**config.mk**
```make
export PLATFORM = sky130hd
export DESIGN_NAME = piso_serializer
export DESIGN_NICKNAME = d
export VERILOG_FILES = /design/src/rtl/piso_serializer.sv
export SDC_FILE = /design/constraint.sdc
export NUM_CORES = 1
export LEC_CHECK = 0
export BUFFER_PORTS_ARGS = -buffer_cell sky130_fd_sc_hd__buf_2
export CORE_MARGIN = 4
export CORE_UTILIZATION = 45
export CTS_BUF_LIST = sky130_fd_sc_hd__clkbuf_2 sky130_fd_sc_hd__clkbuf_4 sky130_fd_sc_hd__clkbuf_8
export CTS_CLUSTER_DIAMETER = 150
export DETAILED_ROUTE_END_ITERATION = 8
export GPL_TIMING_DRIVEN = 1
export PLACE_DENSITY_LB_ADDON = 0.25
export SETUP_SLACK_MARGIN = 0.15
export SYNTH_ARGS = -nofsm -noshare
export SYNTH_HDL_FRONTEND = slang
export SYNTH_SLANG_ARGS = --single-unit
```
**constraint.sdc**
```tcl
create_clock -name c -period 3.82 [get_ports c]
set_input_delay 0.764 -clock c [delete_from_list [all_inputs] [get_ports c]]
set_output_delay 0.764 -clock c [all_outputs]
set_load 0.02 [all_outputs]
```
**src/rtl/piso_serializer.sv**
```systemverilog
// Parallel-in serial-out transmitter: first bit on dout one cycle after accept, 1 bit/cycle.
// Backpressure: en=0 freezes the shift; a new word is taken only when idle or on the final consumed bit.
module piso_serializer #(
    parameter int WIDTH     = 8,
    parameter int MSB_FIRST = 1
) (
    input  logic             c,
    input  logic             rst_n,
    input  logic [WIDTH-1:0] din,
    input  logic             load_valid,
    output logic             load_ready,
    input  logic             en,
    output logic             dout,
    output logic             dout_valid,
    output logic             last
);

    localparam int CW = $clog2(WIDTH);
    localparam logic [CW-1:0] CNT_LAST = CW'(WIDTH - 1);

    typedef enum logic {
        IDLE  = 1'b0,
        SHIFT = 1'b1
    } state_t;

    state_t           state_q, state_d;
    logic [WIDTH-1:0] sh_q, sh_d;
    logic [CW-1:0]    cnt_q, cnt_d;

    always_ff @(posedge c or negedge rst_n) begin
        if (!rst_n) begin
            state_q <= IDLE;
            sh_q    <= '0;
            cnt_q   <= '0;
        end else begin
            state_q <= state_d;
            sh_q    <= sh_d;
            cnt_q   <= cnt_d;
        end
    end

    always_comb begin
        state_d    = state_q;
        sh_d       = sh_q;
        cnt_d      = cnt_q;
        load_ready = 1'b0;
        dout_valid = 1'b0;
        dout       = 1'b0;
        last       = 1'b0;

        case (state_q)
            IDLE: begin
                load_ready = 1'b1;
                if (load_valid) begin
                    sh_d    = din;
                    cnt_d   = '0;
                    state_d = SHIFT;
                end
            end

            SHIFT: begin
                dout_valid = 1'b1;
                dout       = (MSB_FIRST != 0) ? sh_q[WIDTH-1] : sh_q[0];
                last       = (cnt_q == CNT_LAST);
                load_ready = last && en;
                if (en) begin
                    if (!last) begin
                        if (MSB_FIRST != 0) begin
                            sh_d = {sh_q[WIDTH-2:0], 1'b0};
                        end else begin
                            sh_d = {1'b0, sh_q[WIDTH-1:1]};
                        end
                        cnt_d = cnt_q + 1'b1;
                    end else if (load_valid) begin
                        // Reload on the final bit so consecutive words stream without a gap.
                        sh_d  = din;
                        cnt_d = '0;
                    end else begin
                        sh_d    = '0;
                        cnt_d   = '0;
                        state_d = IDLE;
                    end
                end
            end

            default: begin
                state_d = IDLE;
            end
        endcase
    end

endmodule

```
Yosys cells after proc, flatten, opt, wreduce, memory -nomap -nowiden

Index checks and enable logic that the tools add are counted.

Flip-flop bits (word level): 12
Logic and storage cells: 27
Output and inout port bits: 4
Bits of input ports: 12

Add/subtract/negate cells: 1
Bitwise operators: 1
Equality and inequality tests: 3
Multiplexer cells: 17
Reduce and logical (&&, ||, !) cells: 2

Operators by type and width:

| cell                | number |
|---|---|
| $mux 8              | 4 |
| $pmux 8 s2          | 1 |
| $mux 3              | 3 |
| $mux 1              | 6 |
| $pmux 3 s2          | 1 |
| $ne 2x2->1 const B  | 2 |
| $pmux 1 s2          | 2 |
| $add 3x1->3 const B | 1 |
| $eq 3x3->1 const B  | 1 |
| $reduce_and 2->1    | 1 |
| $logic_and 1x1->1   | 1 |
| $not 1->1           | 1 |

Depth between registers and ports, before layout

Depth after elaboration: 4
Mapped depth: 6
Gate-level depth less buffers: 5

Worst setup path after synthesis

Ideal clock, no wire load.

Path type: input to output
Start point: input port en
End point: output port load_ready
Setup slack: 1990 ps
Arrival: 1066 ps
Data required time: 3056 ps
Cell stages on the path: 3
Buffers on the path: 1
Path through: buf_6 nand2_1 nand2_1

Longest elaborated chain between the ends: 2

RTL lines:

| item              | line | source |
|---|---|---|
| from (decl)       | 12   | `input logic en,` |
| $logic_and 1x1->1 | 65   | `load_ready = last && en;` |
| $pmux 1 s2        | 51   | `case (state_q)` |
| to (decl)         | 11   | `output logic load_ready,` |

Every way passes these cells.

Worst setup path after layout

Start point: register cnt_q[0]
End point: output port last

Longest elaborated chain between the ends: 2

RTL lines:

| item                   | line | source |
|---|---|---|
| from (decl)            | 28   | `logic [CW-1:0] cnt_q, cnt_d;` |
| from (signal assigned) | 38   | `cnt_q <= cnt_d;` |
| $eq 3x3->1             | 64   | `last = (cnt_q == CNT_LAST);` |
| $mux 1                 | 51   |  |
| to (decl)              | 15   | `output logic last` |

Every way passes these cells.

==> run summary <==
Slew HR - 0.6715
Startpoint of the most critical setup path - cnt_q[0]
Inserted Clock Buffers - 3
Met1 wire length - 580 um
Post-route antenna net violation count - 0
Fin nets - 93
Number of nets produced by synthesis - 77
Vias in the first global route - 451
Final min period - 2.201 ns
Height of the die - 45.81 um
Dominant cell type by area after synthesis - sky130_fd_sc_hd__dfrtp_1
Final max-slew violation count - 0
Clock root cell - sky130_fd_sc_hd__clkbuf_4
Flip-flop and latch count after synthesis - 12
# placed instances - 88
Share of final-layout standard cells stronger than drive strength 1 - 0.3117
Clock latency on the worst-skew pair - 0.27 ns
Cts hold-fix bufs - 0
Terminus of the critical flop-to-flop path - sh_q[3]
Path type of the worst min-delay path - input port to asynchronous set/reset pin
Post-Syn Area per Cell - 10.37 um^2
Power per Cell Area - 702.5 nW/um^2
R2r worst-path depth - 5
Worst reg2reg startpoint - cnt_q[0]
Setup TNS - 0 ns
Maximum operating frequency - 0.4544 GHz
Half-perimeter wire length after detailed placement - 811.5 um
Clock-pin slew reported for the worst setup and hold paths after clock tree synthesis - 0.08 ns
Unrepaired setup endpoints after global routing - no
Number of iterations in the first detailed-routing pass - 3
Area of the multi-input gates - 306.5 um^2
Endpoints failing hold - 0
Run status - finished, final reports clean
Static leakage - 0.3638 nW
Worst-case setup margin in the final layout - 1.619 ns
Number of remaining DRC errors - 0
Via density per instance - 5.348
Register area share after synthesis - 0.4669
Maximum clock skew at final layout - 0.001563 ns
Clock H-tree levels - 1
Synth area leaders - sky130_fd_sc_hd__dfrtp_1, sky130_fd_sc_hd__a22oi_1, sky130_fd_sc_hd__ha_1
Initial antenna violation count - 0
Post-synth cell types - 22
Footprint of the flip-flops and latches - 300.3 um^2
Peak VDD IR - 0.3402 mV
Number of filler instances in the final layout - 121
Number of buffers on the longest clock path - 2
Worst Tran Pin Value - 0.4917 ns
Total gr overflow - 0
Maximum net fanout on the critical path - 4
Post-route total power - 0.0005204 W
Topmost layer with routed signal wires - met4
Setup slack of the most critical reg-to-reg path - 2.17 ns
CTS tree - yes
Cell area after synthesis - 643.1 um^2
Length of routed met3 wiring - 77 um
Wire length of the first global-routing pass - 1938 um
DR WL/cell - 12.30 um
Worst path required time - 3.06 ns
Core Footprint - 1318 um^2
Placement row count - 13
Element type at the critical path end - output pin
Die X-Extent - 45.81 um
Startpoint class of the critical path - flop
Final period util - 0.5761
Number of warnings issued by yosys - 0
Routed wl met2 - 468 um
Count of max-cap constraint violations - 0
Placer's final routability congestion estimate - 0.7161
Number of standard cells after synthesis - 62
Worst hold slack - 0.3525 ns
Synth-to-Final Area Change - 15.17%
Number of cells upsized or downsized after cts - 0
Initial core utilization - 0.4881
Number of buffers inserted to repair setup after CTS - 0
Total global-route track usage - 0.1282
DIE AREA - 2098 um^2
Finished Layout Cells - 92
Antenna cell count - 0
Count of buffers from port buffering - 15
Setup Crit Path Kind - flop to output pin
Number of endpoints failing setup at the final stage - 0
Via count - 492
WL final - 1132 um
Largest net degree at the start of global routing - 16
Clock Sink Count - 12
DR iter-0 viols - 5
Data arrival time at the worst-slack endpoint - 1.44 ns
Fraction of post-synthesis cell area in the top cell type by area - 0.4669
Number of top-level pins - 16
Post-Place Worst Slack - 1.833 ns
==> final cells by class <==
type	count	area share
well taps	15	0.02534
repair buffers	15	0.1014
clock buffers	4	0.04899
multi-input cells	45	0.4139
inverters	1	0.005068
flip-flops and latches	12	0.4054
==> sequential cells by signal (all words and copies together) (netlist names) <==
register  count
sh_q          8
state_q       1
cnt_q         3
==> Yosys cell counts <==
master / number
sky130_fd_sc_hd__a21oi_1: 7
sky130_fd_sc_hd__nand3b_1: 1
sky130_fd_sc_hd__mux2_4: 1
sky130_fd_sc_hd__a21o_1: 1
sky130_fd_sc_hd__mux2i_1: 1
sky130_fd_sc_hd__nor2b_1: 1
sky130_fd_sc_hd__nand4_1: 1
sky130_fd_sc_hd__ha_1: 3
sky130_fd_sc_hd__buf_6: 2
sky130_fd_sc_hd__nand2_1: 3
sky130_fd_sc_hd__nor2_1: 9
sky130_fd_sc_hd__o211ai_1: 1
sky130_fd_sc_hd__a22o_1: 2
sky130_fd_sc_hd__buf_2: 2
sky130_fd_sc_hd__inv_1: 1
sky130_fd_sc_hd__nand3_1: 1
sky130_fd_sc_hd__and2_1: 2
sky130_fd_sc_hd__dfrtp_1: 12
sky130_fd_sc_hd__o21ai_2: 1
sky130_fd_sc_hd__a21bo_2: 1
sky130_fd_sc_hd__mux2_2: 2
sky130_fd_sc_hd__a22oi_1: 7
==> cells in the final DEF, fill, tap and decap left out <==
master / count
sky130_fd_sc_hd__clkbuf_8: 1
sky130_fd_sc_hd__o211ai_1: 1
sky130_fd_sc_hd__nor2_1: 9
sky130_fd_sc_hd__nor2b_1: 1
sky130_fd_sc_hd__clkbuf_4: 3
sky130_fd_sc_hd__dfrtp_1: 12
sky130_fd_sc_hd__a21oi_1: 7
sky130_fd_sc_hd__o21ai_2: 1
sky130_fd_sc_hd__nand2_1: 3
sky130_fd_sc_hd__a22o_1: 2
sky130_fd_sc_hd__buf_2: 15
sky130_fd_sc_hd__a22oi_1: 7
sky130_fd_sc_hd__nand3_1: 1
sky130_fd_sc_hd__and2_1: 2
sky130_fd_sc_hd__mux2_4: 1
sky130_fd_sc_hd__mux2i_1: 1
sky130_fd_sc_hd__nand4_1: 1
sky130_fd_sc_hd__a21o_1: 1
sky130_fd_sc_hd__nand3b_1: 1
sky130_fd_sc_hd__ha_1: 3
sky130_fd_sc_hd__a21bo_2: 1
sky130_fd_sc_hd__inv_1: 1
sky130_fd_sc_hd__mux2_2: 2
==> report_power, final <==
part           leakage (nW)  switching [W]  internal, W  total [W]
registers             0.137      0.0000346     0.000179   0.000214
clock network        0.0210      0.0000442    0.0000579   0.000102
logic                 0.206       0.000102     0.000102   0.000204
==> worst max-delay path by stage <==
stage | cells after the start | to
after floorplan | 3 | load_ready
after global placement | 4 | load_ready
after detailed placement | 4 | load_ready
after CTS | 4 | last
after global routing | 4 | last
final | 4 | last
==> critical path: stages, from the launching register on <==
cell and delay [ns]:
sky130_fd_sc_hd__dfrtp_1 0.40, sky130_fd_sc_hd__ha_1 0.23, sky130_fd_sc_hd__ha_1 0.23, sky130_fd_sc_hd__and2_1 0.16
sky130_fd_sc_hd__buf_2 0.15
==> metal layers <==
metal | global-route usage | vias up
li1 | - | 253
met4 | 0.06818 | 0
met2 | 0.1894 | 13
met1 | 0.1760 | 224
met3 | 0.02372 | 2
met5 | 0 | -
==> per-stage QoR <==
step,cell area [um^2],utilization
after floorplan,643.1,-
after global placement,704.4,0.5347
after detailed placement,704.4,0.5347
after CTS,740.7,0.5622
after global routing,740.7,0.5622
final,740.7,0.5622
==> cells by family (layout without fill, tap and decap cells) <==
logic type      after synthesis  count (layout)  share of synthesized area
compound gates               20              20                     0.2160
simple gates                 18              18                     0.1284
flops                        12              12                     0.4669
buf+inv                       5              20                    0.05641
mux                           4               4                    0.07392
fa+ha+maj                     3               3                    0.05837
(Power assumes the default switching activity.)
